`config.mk`:
```
export PLATFORM = sky130hd
export DESIGN_NAME = encoder_16to4_sticky
export DESIGN_NICKNAME = d
export VERILOG_FILES = /design/src/rtl/encoder_16to4_sticky_pkg.sv /design/src/rtl/encoder_16to4_sticky_prio_enc.sv /design/src/rtl/encoder_16to4_sticky.sv
export SDC_FILE = /design/constraint.sdc
export NUM_CORES = 1
export LEC_CHECK = 0
export CORE_AREA = 3 3 63 65
export DETAILED_ROUTE_END_ITERATION = 8
export DIE_AREA = 0 0 66 68
export PLACE_DENSITY = 0.67
export SYNTH_ARGS = -nofsm -noshare
export SYNTH_HDL_FRONTEND = slang
export SYNTH_SLANG_ARGS = --single-unit
```
`constraint.sdc`:
```
create_clock -name clk -period 2.45 [get_ports clk]
set_input_delay 0.49 -clock clk [delete_from_list [all_inputs] [get_ports clk]]
set_output_delay 0.49 -clock clk [all_outputs]
set_load 0.01 [all_outputs]
```
`src/rtl/encoder_16to4_sticky_pkg.sv`:
```
// Shared definitions for the sticky 16-to-4 priority encoder.
// Holds the line count, the index width and the offer FSM state enumeration.
package encoder_16to4_sticky_pkg;

    localparam int N_LINES = 16;
    localparam int IDX_W   = 4;

    typedef enum logic [0:0] {
        ST_IDLE  = 1'b0,
        ST_OFFER = 1'b1
    } state_e;

endpackage

```
`src/rtl/encoder_16to4_sticky_prio_enc.sv`:
```
// prio_enc_16to4: combinational priority encoder, the inverse of the 4-to-16 decoder.
// Ports:
//   vec       - input vector to encode
//   low_first - 1: lowest set index wins, 0: highest set index wins
//   idx       - encoded index (4'h0 when vec is zero)
//   any       - at least one bit of vec is set
module prio_enc_16to4
    import encoder_16to4_sticky_pkg::*;
(
    input  logic [N_LINES-1:0] vec,
    input  logic               low_first,
    output logic [IDX_W-1:0]   idx,
    output logic               any
);

    // Scan order decides priority: the last set bit visited wins.
    always_comb begin
        idx = {IDX_W{1'b0}};
        any = |vec;
        if (low_first) begin
            for (int i = N_LINES - 1; i >= 0; i--) begin
                idx = vec[i] ? i[IDX_W-1:0] : idx;
            end
        end else begin
            for (int i = 0; i < N_LINES; i++) begin
                idx = vec[i] ? i[IDX_W-1:0] : idx;
            end
        end
    end

endmodule

```
`src/rtl/encoder_16to4_sticky.sv`:
```
// encoder_16to4_sticky: collects request pulses into a sticky pending register
// and offers one pending index at a time on a valid/ready handshake.
// Ports:
//   clk, rst_n  - clock and asynchronous active-low reset
//   req         - request pulses, bit i marks line i pending
//   clr         - synchronous flush of pending bits and any offer
//   out_idx     - offered line index (registered)
//   out_valid   - offer present (registered)
//   out_ready   - consumer accepts the offer when high with out_valid
//   pending     - sticky pending register (debug)
module encoder_16to4_sticky
    import encoder_16to4_sticky_pkg::*;
#(
    parameter bit LOW_FIRST = 1'b0
) (
    input  logic               clk,
    input  logic               rst_n,
    input  logic [N_LINES-1:0] req,
    input  logic               clr,
    output logic [IDX_W-1:0]   out_idx,
    output logic               out_valid,
    input  logic               out_ready,
    output logic [N_LINES-1:0] pending
);

    state_e             state_r;
    state_e             state_nxt_s;
    logic [N_LINES-1:0] pending_r;
    logic [N_LINES-1:0] pending_nxt_s;
    logic [N_LINES-1:0] held_s;
    logic [N_LINES-1:0] accept_mask_s;
    logic               accept_s;
    logic               out_valid_r;
    logic               out_valid_nxt_s;
    logic [IDX_W-1:0]   out_idx_r;
    logic [IDX_W-1:0]   out_idx_nxt_s;
    logic [N_LINES-1:0] enc_vec_s;
    logic [IDX_W-1:0]   enc_idx_s;
    logic               enc_any_s;

    assign accept_s = out_valid_r & out_ready;

    // Pending update: accepted bit clears, new requests set (set wins), clr flushes.
    always_comb begin
        accept_mask_s = {N_LINES{1'b0}};
        if (accept_s) begin
            accept_mask_s = 16'h0001 << out_idx_r;
        end else begin
            accept_mask_s = {N_LINES{1'b0}};
        end
        held_s = (pending_r & ~accept_mask_s) | req;
        if (clr) begin
            pending_nxt_s = {N_LINES{1'b0}};
        end else begin
            pending_nxt_s = held_s;
        end
    end

    // Idle offers from the registered pending; an accepting offer chains
    // straight into the post-accept pending so accepts can run back to back.
    always_comb begin
        enc_vec_s = pending_r;
        if (state_r == ST_OFFER) begin
            enc_vec_s = held_s;
        end else begin
            enc_vec_s = pending_r;
        end
    end

    prio_enc_16to4 u_prio_enc (
        .vec       (enc_vec_s),
        .low_first (LOW_FIRST),
        .idx       (enc_idx_s),
        .any       (enc_any_s)
    );

    // Offer FSM next-state and next-output logic.
    always_comb begin
        state_nxt_s     = state_r;
        out_valid_nxt_s = out_valid_r;
        out_idx_nxt_s   = out_idx_r;
        if (clr) begin
            state_nxt_s     = ST_IDLE;
            out_valid_nxt_s = 1'b0;
        end else begin
            case (state_r)
                ST_IDLE: begin
                    if (enc_any_s) begin
                        state_nxt_s     = ST_OFFER;
                        out_valid_nxt_s = 1'b1;
                        out_idx_nxt_s   = enc_idx_s;
                    end else begin
                        state_nxt_s     = ST_IDLE;
                        out_valid_nxt_s = 1'b0;
                    end
                end
                ST_OFFER: begin
                    // The offered index is frozen until it is accepted.
                    if (accept_s && enc_any_s) begin
                        state_nxt_s     = ST_OFFER;
                        out_valid_nxt_s = 1'b1;
                        out_idx_nxt_s   = enc_idx_s;
                    end else if (accept_s) begin
                        state_nxt_s     = ST_IDLE;
                        out_valid_nxt_s = 1'b0;
                    end else begin
                        state_nxt_s     = ST_OFFER;
                        out_valid_nxt_s = 1'b1;
                    end
                end
                default: begin
                    state_nxt_s     = ST_IDLE;
                    out_valid_nxt_s = 1'b0;
                    out_idx_nxt_s   = {IDX_W{1'b0}};
                end
            endcase
        end
    end

    // State and output registers.
    always_ff @(posedge clk or negedge rst_n) begin
        if (!rst_n) begin
            state_r     <= ST_IDLE;
            pending_r   <= {N_LINES{1'b0}};
            out_valid_r <= 1'b0;
            out_idx_r   <= {IDX_W{1'b0}};
        end else begin
            state_r     <= state_nxt_s;
            pending_r   <= pending_nxt_s;
            out_valid_r <= out_valid_nxt_s;
            out_idx_r   <= out_idx_nxt_s;
        end
    end

    assign out_idx   = out_idx_r;
    assign out_valid = out_valid_r;
    assign pending   = pending_r;

endmodule

```
==> results of run 1 <==
where the power goes:
group / leakage (uW) / internal, uW / switching [uW]
logic: 0.000580 / 157 / 140
clock network: 0.0000150 / 63.7 / 113
registers: 0.000250 / 372 / 36.0
total: 0.000846 / 593 / 288
flip-flops by register name (all words and copies together), names as in the netlist:
name	count
out_valid	1
pending	16
out_idx	4
final cells by class:
type / instances / area, sq um / area share (%)
clock buffer: 4 / 26.3 / 1.32
inverter: 13 / 48.8 / 2.46
multi-input combinational: 115 / 742 / 37.4
sequential: 21 / 526 / 26.5
tap: 46 / 57.6 / 2.90
timing repair buffer: 64 / 583 / 29.4
kinds of logic (layout without fill, tap and decap cells):
logic type,count (synthesis),in the layout
AOI/OAI and AO/OA,58,58
and+or+nand+nor,56,56
DFF,21,21
buffers and inverters,20,81
muxes,1,1
final timing paths:
path,to,slack [ns]
max,out_idx[0],0.26
max reg2reg,out_idx[0],0.26
min in group clk,pending[1],0.59
min,pending[11],0.51
max in group asynchronous,out_idx[3],1.70
min reg2reg,pending[1],0.59
cell usage in the layout, fill, tap and decap left out, types with 5 or more instances in the layout:
cell and count:
o21ai_0 7, clkdlybuf4s50_1 39, dfrtp_1 21, o21ai_2 5
a21oi_1 20, inv_1 13, nand2_1 20, nor2_1 12
buf_4 24, nand4_1 5
per-layer routing:
| metal | vias up | wire [um] | track usage, % |
|---|---|---|---|
| met2 | 42 | 1920 | 33.9 |
| met3 | 6 | 201 | 3.94 |
| met5 | - | 0 | 0 |
| met1 | 676 | 1810 | 23.3 |
| li1 | 697 | - | - |
| met4 | 0 | 67 | 8.38 |
through the flow:
step                hold slack (ns)  TNS, ns
finish                        0.515        0
CTS                           0.520        0
global placement              0.546   -0.866
detailed placement            0.561    -1.10
global route                  0.534        0
floorplan                     0.194        0
repair_timing:
action,4_1_cts,5_1_grt
setup buffers,0,1
endpoints found under the setup margin,0,4
resized for setup,0,3
worst max-delay path, cell delays in order (launching register included):
cell	delay, ns
dfrtp_1	0.55
or4b_4	0.62
o21ai_2	0.17
a221oi_1	0.10
o2111ai_1	0.21
a31oi_1	0.14
o21ai_2	0.15
a41oi_2	0.11
==> flow_summary.json, run 1 <==
{
  "synth.most_common_cell": "dfrtp_1",
  "start_util_pct": 39.9,
  "yosys-top-cells-count": "21 x dfrtp_1, 20 x a21oi_1, 20 x nand2_1, 13 x inv_1, 12 x nor2_1",
  "synth_compound_area_share_pct": 29.2,
  "dp_cells": 258,
  "fillers": 294,
  "gp_congestion": 0.894,
  "fp.coreArea_sq_mm": 0.00339,
  "clockBufferDepth": 2,
  "cts.sinks": 21,
  "drive_gt1_share_pct": 18.9,
  "synth_xor_area_share_pct": 0,
  "crit_start": "out_idx[1]",
  "track_usage_pct": 19.4,
  "nets": 238,
  "die_w_um": 66,
  "drt_pass1_iterations": 5,
  "maxSlewHeadroom_pct": 71.9,
  "die-area_sq_mm": 0.00449,
  "routed_via_density": 5.40,
  "rsz0062_at_grt": "false",
  "hold_viol": 0,
  "synthFlopType": "dfrtp_1",
  "syn_to_final_growth_pct": 46.8,
  "synth_area_sq_mm": 0.00135,
  "synth_top_family_by_area": "compound AO/OA/AOI/OAI gates",
  "postCtsHoldBufs": 0,
  "synth_fa_ha_area_share_pct": 0,
  "power_density_mw_per_mm2": 445,
  "fmax_ghz": 0.456,
  "grt_max_degree": 22,
  "synth_cell_type_count": 43,
  "r2r-start": "out_idx[1]",
  "finalCriticalPeriod_ns": 2.19,
  "htree_levels": 1,
  "routed_wl_um": 4000,
  "grt_pass1_wl_um": 6600,
  "maxSlewViolCount": 0,
  "syn_nets": 176,
  "ys_warn_count": 0,
  "clkLatencyLatePin_ns": 0.31,
  "root_buffer": "clkbuf_4",
  "yosys.area_share.simple_pct": 24.5,
  "period_share_pct": 89.6,
  "ios": 41,
  "holdCritPathClass": "input pin to asynchronous set/reset pin",
  "drc": 0,
  "synth.area.top_cells": "dfrtp_1 39%, a21oi_1 7.4%, nand2_1 5.6%, inv_1 3.6%, nor2_1 3.3%",
  "ys_seq_elements": 21,
  "place_area_sq_mm": 0.00194,
  "setup_slack_ns": 0.255,
  "fin_area_sq_mm": 0.00198,
  "overflow": 0,
  "antenna_found_initial": 0,
  "die_h_um": 68,
  "syn_area_per_cell_sq_um": 8.66,
  "critPathRequiredTime_ns": 2.64,
  "run_status": "completed",
  "stdcell_count": 263,
  "seq_area_frac_synth_pct": 38.9,
  "critPathArrivalTime_ns": 2.38,
  "grt_pass1_vias": 1446,
  "antenna_cells": 0,
  "crit_type": "flop to flop",
  "power_uw": 882,
  "dpl.hpwl_um": 3100,
  "clk_pin_slew_worst_paths_ns": 0.12,
  "worst_pin_slew_ns": 0.422,
  "finalClockSkew_ns": 0.00309,
  "p_leak_uw": 0.000846,
  "yosys-mux-area-fraction_pct": 0.833,
  "reg2regPathDepth": 7,
  "setup_viol": 0,
  "ant_nets": 0,
  "drt_iter0_drc": 86,
  "crit_fanout": 13,
  "synthCells": 156,
  "start_kind": "flop",
  "endpoint_kind": "flop",
  "cts_tree": "done",
  "maxCapViolCount": 0,
  "cts_made_buffers": 3,
  "async_flop_share_pct": 100,
  "portBuffers": 40,
  "synth_edf_count": 0,
  "rows": 21,
  "num_vias": 1421,
  "wire_per_inst_um": 15.2,
  "netlist.area_leader.share_pct": 38.9,
  "ir_drop_mv": 0.254,
  "pre_cts_ws_ns": -0.261,
  "final_core_util_pct": 58.5,
  "synth_top_cell_by_area": "dfrtp_1"
}
No activity file was read; power rests on OpenSTA's default activity.
==> inputs of run 2 (changes only) <==
--- a/config.mk
+++ b/config.mk
@@ -5,10 +5,11 @@
 export SDC_FILE = /design/constraint.sdc
 export NUM_CORES = 1
 export LEC_CHECK = 0
-export CORE_AREA = 3 3 63 65
+export CORE_AREA = 5 5 64 66
 export DETAILED_ROUTE_END_ITERATION = 8
-export DIE_AREA = 0 0 66 68
-export PLACE_DENSITY = 0.67
+export DIE_AREA = 0 0 69 71
+export PLACE_DENSITY = 0.68
 export SYNTH_ARGS = -nofsm -noshare
 export SYNTH_HDL_FRONTEND = slang
+export SYNTH_HIERARCHICAL = 1
 export SYNTH_SLANG_ARGS = --single-unit
==> run 2 against run 1 <==
Effect of this change: total power up 15%; wire length up 12%; combinational power rose by 47%; utilization increased by 4.8 points; non-clock buffer count increased by 27; synthesized area is 2.7% lower; final cell count rose by 21%; register-to-register slack worse by 0.18 ns; global-route usage is 1.0 points lower; sequential share of layout area shrank 2.9 points; die area increased by 9.2%; clock-buffer cell count did not move; largest power group is now combinational logic.
==> flow_summary.json, run 2 <==
{
  "run_status": "completed",
  "finalClockSkew_ns": 0.00688,
  "async_flop_share_pct": 100,
  "nets": 291,
  "comb_power_share_pct": 43.0,
  "critPathArrivalTime_ns": 2.58,
  "synthCells": 173,
  "gp_congestion": 0.962,
  "grt_pass1_vias": 1568,
  "grt_pass1_wl_um": 7390,
  "internal_power_uw": 676,
  "routed_via_density": 4.87,
  "grt_max_degree": 22,
  "wire_per_inst_um": 14.0,
  "die-area_sq_mm": 0.00490,
  "rsz0062_at_grt": "true",
  "synth_edf_count": 0,
  "synth_area_sq_mm": 0.00132,
  "die_h_um": 71,
  "ir_drop_mv": 0.232,
  "clockBufferDepth": 2,
  "htree_levels": 1,
  "die_w_um": 69,
  "syn_area_per_cell_sq_um": 7.60,
  "postCtsHoldBufs": 0,
  "synth_top_cell_by_area": "dfrtp_1",
  "antenna_cells": 0,
  "switching_power_uw": 341,
  "ant_nets": 0,
  "cts_tree": "done",
  "maxCapViolCount": 0,
  "antenna_found_initial": 0,
  "power_density_mw_per_mm2": 456,
  "setup_viol": 0,
  "ios": 41,
  "seq_area_frac_synth_pct": 40.0,
  "fmax_ghz": 0.421,
  "drt_iter0_drc": 52,
  "drc": 0,
  "overflow": 0,
  "routed_wl_um": 4470,
  "critPathRequiredTime_ns": 2.66,
  "period_share_pct": 96.9,
  "dp_cells": 311,
  "final_cell_mix": "51 x buf_4, 39 x clkdlybuf4s50_1, 33 x nand2_1, 22 x inv_1",
  "fp.coreArea_sq_mm": 0.00352,
  "maxSlewViolCount": 0,
  "track_usage_pct": 18.4,
  "stdcell_count": 318,
  "num_vias": 1550,
  "cts.sinks": 21,
  "ys_warn_count": 6,
  "synth_cell_type_count": 31,
  "drive_gt1_share_pct": 25.6,
  "switching_share_pct": 33.5,
  "netlist.area_leader.share_pct": 40.0,
  "root_buffer": "clkbuf_4",
  "pwr-share-seq_pct": 39.6,
  "holdCritPathClass": "input pin to asynchronous set/reset pin",
  "finalCriticalPeriod_ns": 2.37,
  "ys_seq_elements": 21,
  "crit_type": "flop to flop",
  "endpoint_kind": "flop",
  "clkPwrFrac_pct": 17.4,
  "clkLatencyLatePin_ns": 0.31,
  "rows": 22,
  "synth.area.top_cells": "dfrtp_1 40%, nand2_1 10%, a21oi_1 8.0%, o21ai_0 6.9%, inv_1 6.3%",
  "cts_made_buffers": 3,
  "start_util_pct": 37.3,
  "largest_reg_flops": 16,
  "whs_ns": 0.514,
  "synth.most_common_cell": "nand2_1",
  "start_kind": "flop",
  "final_common_cell": "buf_4",
  "clk_pin_slew_worst_paths_ns": 0.13,
  "crit_fanout": 6,
  "syn_to_final_growth_pct": 69.6,
  "yosys-top-cells-count": "35 x nand2_1, 22 x inv_1, 21 x a21oi_1, 21 x dfrtp_1, 18 x o21ai_0",
  "p_leak_uw": 0.00107,
  "drt_pass1_iterations": 4,
  "hold_viol": 0,
  "portBuffers": 40,
  "dpl.hpwl_um": 3440,
  "synthFlopType": "dfrtp_1"
}
run 2: worst paths after layout:
check | from | to | slack (ns) | cells past startpoint
setup / recovery | out_idx[2] | out_idx[1] | 0.08 | 8
min in group clk | out_idx[2] | out_idx[2] | 0.64 | 1
hold / removal | rst_n | pending[11] | 0.51 | 2
max in group asynchronous | rst_n | out_idx[0] | 1.71 | 2
hold reg to reg | out_idx[2] | out_idx[2] | 0.64 | 1
setup reg to reg | out_idx[2] | out_idx[1] | 0.08 | 8
run 2: metal layers:
metal	routed length (um)	vias up	share of wire [%]	GRT usage [%]
met2	2240	42	50	32.4
met1	2000	724	45	24.3
met4	27	0	0.60	4.56
met3	201	2	4.5	1.56
li1	-	782	-	-
met5	0	-	0	0
run 2: critical path: stages, from the launching register on:
cell,delay (ns)
dfrtp_1,0.45
nand4b_1,0.32
o21ai_2,0.22
nand2_2,0.13
nor4_4,0.33
and3_4,0.24
nand4_1,0.10
nor3b_4,0.20
mux2_2,0.27
run 2: what timing repair did:
| item | in CTS | in global routing |
|---|---|---|
| resized for setup | 11 | 8 |
| endpoints found under the setup margin | 4 | 4 |
| cloned | 0 | 0 |
| buffers inserted | 1 | 2 |
| pin swaps | 3 | 7 |
| endpoints found under the hold margin | 0 | 0 |
run 2: cells by family after synthesis:
| kind of cell | Yosys count | share of synthesized area (%) |
|---|---|---|
| buffers and inverters | 26 | 7.71 |
| flip-flops | 21 | 40.0 |
| AO/OA/AOI/OAI | 55 | 24.6 |
| other | 1 | 0.285 |
| AND/OR/NAND/NOR | 66 | 24.0 |
| multiplexers | 4 | 3.43 |
run 2: stage by stage:
step                      setup WS [ns]  power [uW]  setup TNS, ns  util (%)  area [sq um]
after floorplan                   0.103         565              0         -          1340
after global placement           -0.444         823          -1.93      60.7          2140
after detailed placement         -0.522         825          -2.30      60.7          2140
after CTS                        0.0410        1010              0      62.0          2180
after global routing            -0.0858        1080         -0.323      63.3          2230
final                            0.0759        1020              0      63.3          2230
run 2: power by group through the flow:
stage          registers [uW]  clock network, uW  logic, uW
6_report                  402                177        438
5_1_grt                   408                190        477
4_1_cts                   402                183        425
3_5_place_dp              408                  0        417
3_3_place_gp              408                  0        415
2_1_floorplan             423                  0        142
run 2: layout make-up:
| type | count | area, sq um |
|---|---|---|
| multi-input cells | 132 | 754 |
| flip-flops and latches | 21 | 526 |
| inverters | 22 | 82.6 |
| fillers | 361 | 1290 |
| repair buffers | 91 | 782 |
| well taps | 48 | 60.1 |
| clock buffers | 4 | 26.3 |
==> inputs of run 3 (changes only) <==
--- a/config.mk
+++ b/config.mk
@@ -8,6 +8,7 @@
 export CORE_AREA = 5 5 64 66
 export DETAILED_ROUTE_END_ITERATION = 8
 export DIE_AREA = 0 0 69 71
+export MAX_ROUTING_LAYER = met4
 export PLACE_DENSITY = 0.68
 export SYNTH_ARGS = -nofsm -noshare
 export SYNTH_HDL_FRONTEND = slang
==> run 3 against run 2 <==
Effect of this change: combinational power barely moved; clock skew grew 0.00056 ns; design area stayed put; first-iteration DRC count increased by 120%; final cell count unchanged; critical path depth increased by 1; sequential power about the same; maximum frequency is 1.2% higher; wire length up 0.92%; setup slack better by 0.028 ns; register-to-register slack better by 0.03 ns.
==> flow_summary.json, run 3 (same netlist as run 2, synthesis figures left out) <==
{
  "fmax_ghz": 0.426,
  "syn_to_final_growth_pct": 69.6,
  "antenna_cells": 0,
  "critPathArrivalTime_ns": 2.55,
  "crit_type": "flop to flop",
  "power_density_mw_per_mm2": 455,
  "ir_drop_mv": 0.234,
  "postCtsHoldBufs": 0,
  "setup_tns_ns": 0,
  "clkPwrFrac_pct": 17.2,
  "drt_pass1_iterations": 4,
  "clkLatencyLatePin_ns": 0.31,
  "stdcell_count": 318,
  "antenna_found_initial": 0,
  "pwr-share-seq_pct": 39.6,
  "rows": 22,
  "die-area_sq_mm": 0.00490,
  "pre_cts_ws_ns": -0.587,
  "grt_pass1_vias": 1569,
  "start_util_pct": 37.3,
  "fp.coreArea_sq_mm": 0.00352,
  "critPathRequiredTime_ns": 2.65,
  "routed_wl_um": 4510,
  "root_buffer": "clkbuf_4",
  "dpl.hpwl_um": 3400,
  "dp_cells": 308,
  "ant_nets": 0,
  "portBuffers": 40,
  "internal_power_uw": 674,
  "final_common_cell": "buf_4",
  "overflow": 0,
  "switching_share_pct": 33.6,
  "cts.sinks": 21,
  "final_cell_mix": "51 x buf_4, 39 x clkdlybuf4s50_1, 34 x nand2_1, 22 x inv_1, 21 x a21oi_1",
  "largest_reg_flops": 16,
  "track_usage_pct": 18.9,
  "switching_power_uw": 342,
  "hold_viol": 0,
  "run_status": "completed",
  "cts_tree": "done",
  "drive_gt1_share_pct": 25.9,
  "die_h_um": 71,
  "start_kind": "flop",
  "finalCriticalPeriod_ns": 2.35,
  "routed_via_density": 4.94,
  "endpoint_kind": "flop",
  "p_leak_uw": 0.00107,
  "cts_made_buffers": 3,
  "drc": 0,
  "setup_slack_ns": 0.104,
  "ios": 41,
  "nets": 291,
  "finalClockSkew_ns": 0.00744,
  "holdCritPathClass": "input pin to asynchronous set/reset pin",
  "num_vias": 1571,
  "crit_fanout": 6,
  "comb_power_share_pct": 43.2,
  "die_w_um": 69,
  "wire_per_inst_um": 14.2,
  "grt_max_degree": 22,
  "clockBufferDepth": 2,
  "gp_congestion": 0.972,
  "maxCapViolCount": 0,
  "setup_viol": 0,
  "maxSlewViolCount": 0,
  "drt_iter0_drc": 114,
  "htree_levels": 1,
  "grt_pass1_wl_um": 7230,
  "clk_pin_slew_worst_paths_ns": 0.13,
  "period_share_pct": 95.8
}
-- run 3: cell counts in the layout (fill, tap and decap cells not counted) --
No cell type changed its count.
-- run 3: power by group through the flow --
stage / Clock (uW) / Combinational, uW / Sequential (uW)
after floorplan: 0 / 142 / 423
after global placement: 0 / 406 / 407
after detailed placement: 0 / 410 / 407
after CTS: 187 / 423 / 401
after global routing: 195 / 475 / 407
final: 174 / 439 / 402
-- run 3: final timing paths --
kind                       cells after the start     endpoint  slack (ns)       start
max                                            9   out_idx[3]        0.10  out_idx[2]
min                                            2  pending[12]        0.52       rst_n
max reg2reg                                    9   out_idx[3]        0.10  out_idx[2]
min reg2reg                                    1   out_idx[2]        0.63  out_idx[2]
max in group asynchronous                      2    out_valid        1.69       rst_n
min in group clk                               1   out_idx[2]        0.63  out_idx[2]
-- run 3: metal layers --
metal / track usage (%) / up-vias / routed length [um]
met3: 2.13 / 2 / 183
met2: 31.3 / 40 / 2300
met4: 6.51 / 0 / 36
li1: - / 787 / -
met5: - / - / 0
met1: 24.1 / 742 / 1980
-- run 3: layout make-up --
type	instances	area (sq um)
Clock buffer	4	26.3
Tap cell	48	60.1
Timing Repair Buffer	91	782
Multi-Input combinational cell	132	753
Fill cell	334	1290
Sequential cell	21	527
Inverter	22	82.6
-- run 3: per-stage QoR --
stage | total power, uW | hold slack, ns | instance area [sq um] | util [%]
after floorplan | 565 | 0.194 | 1340 | -
after global placement | 813 | 0.584 | 2120 | 60.1
after detailed placement | 816 | 0.591 | 2120 | 60.1
after CTS | 1010 | 0.516 | 2190 | 62.1
after global routing | 1080 | 0.541 | 2230 | 63.3
final | 1020 | 0.517 | 2230 | 63.3
-- run 3: what timing repair did --
item                                    CTS  global route
pin swaps                                 2             3
endpoints found under the setup margin    4             4
gates resized for setup                   8            14
setup buffers                             5             1
-- run 3: worst max-delay path, cell delays in order, from the launching register on --
cell      delay, ns
dfrtp_1        0.45
nand4b_1       0.20
buf_4          0.18
o21ai_2        0.16
nand2_2        0.12
nor4_4         0.30
and3_1         0.23
nand4_1        0.13
nor3b_4        0.20
mux2_2         0.28
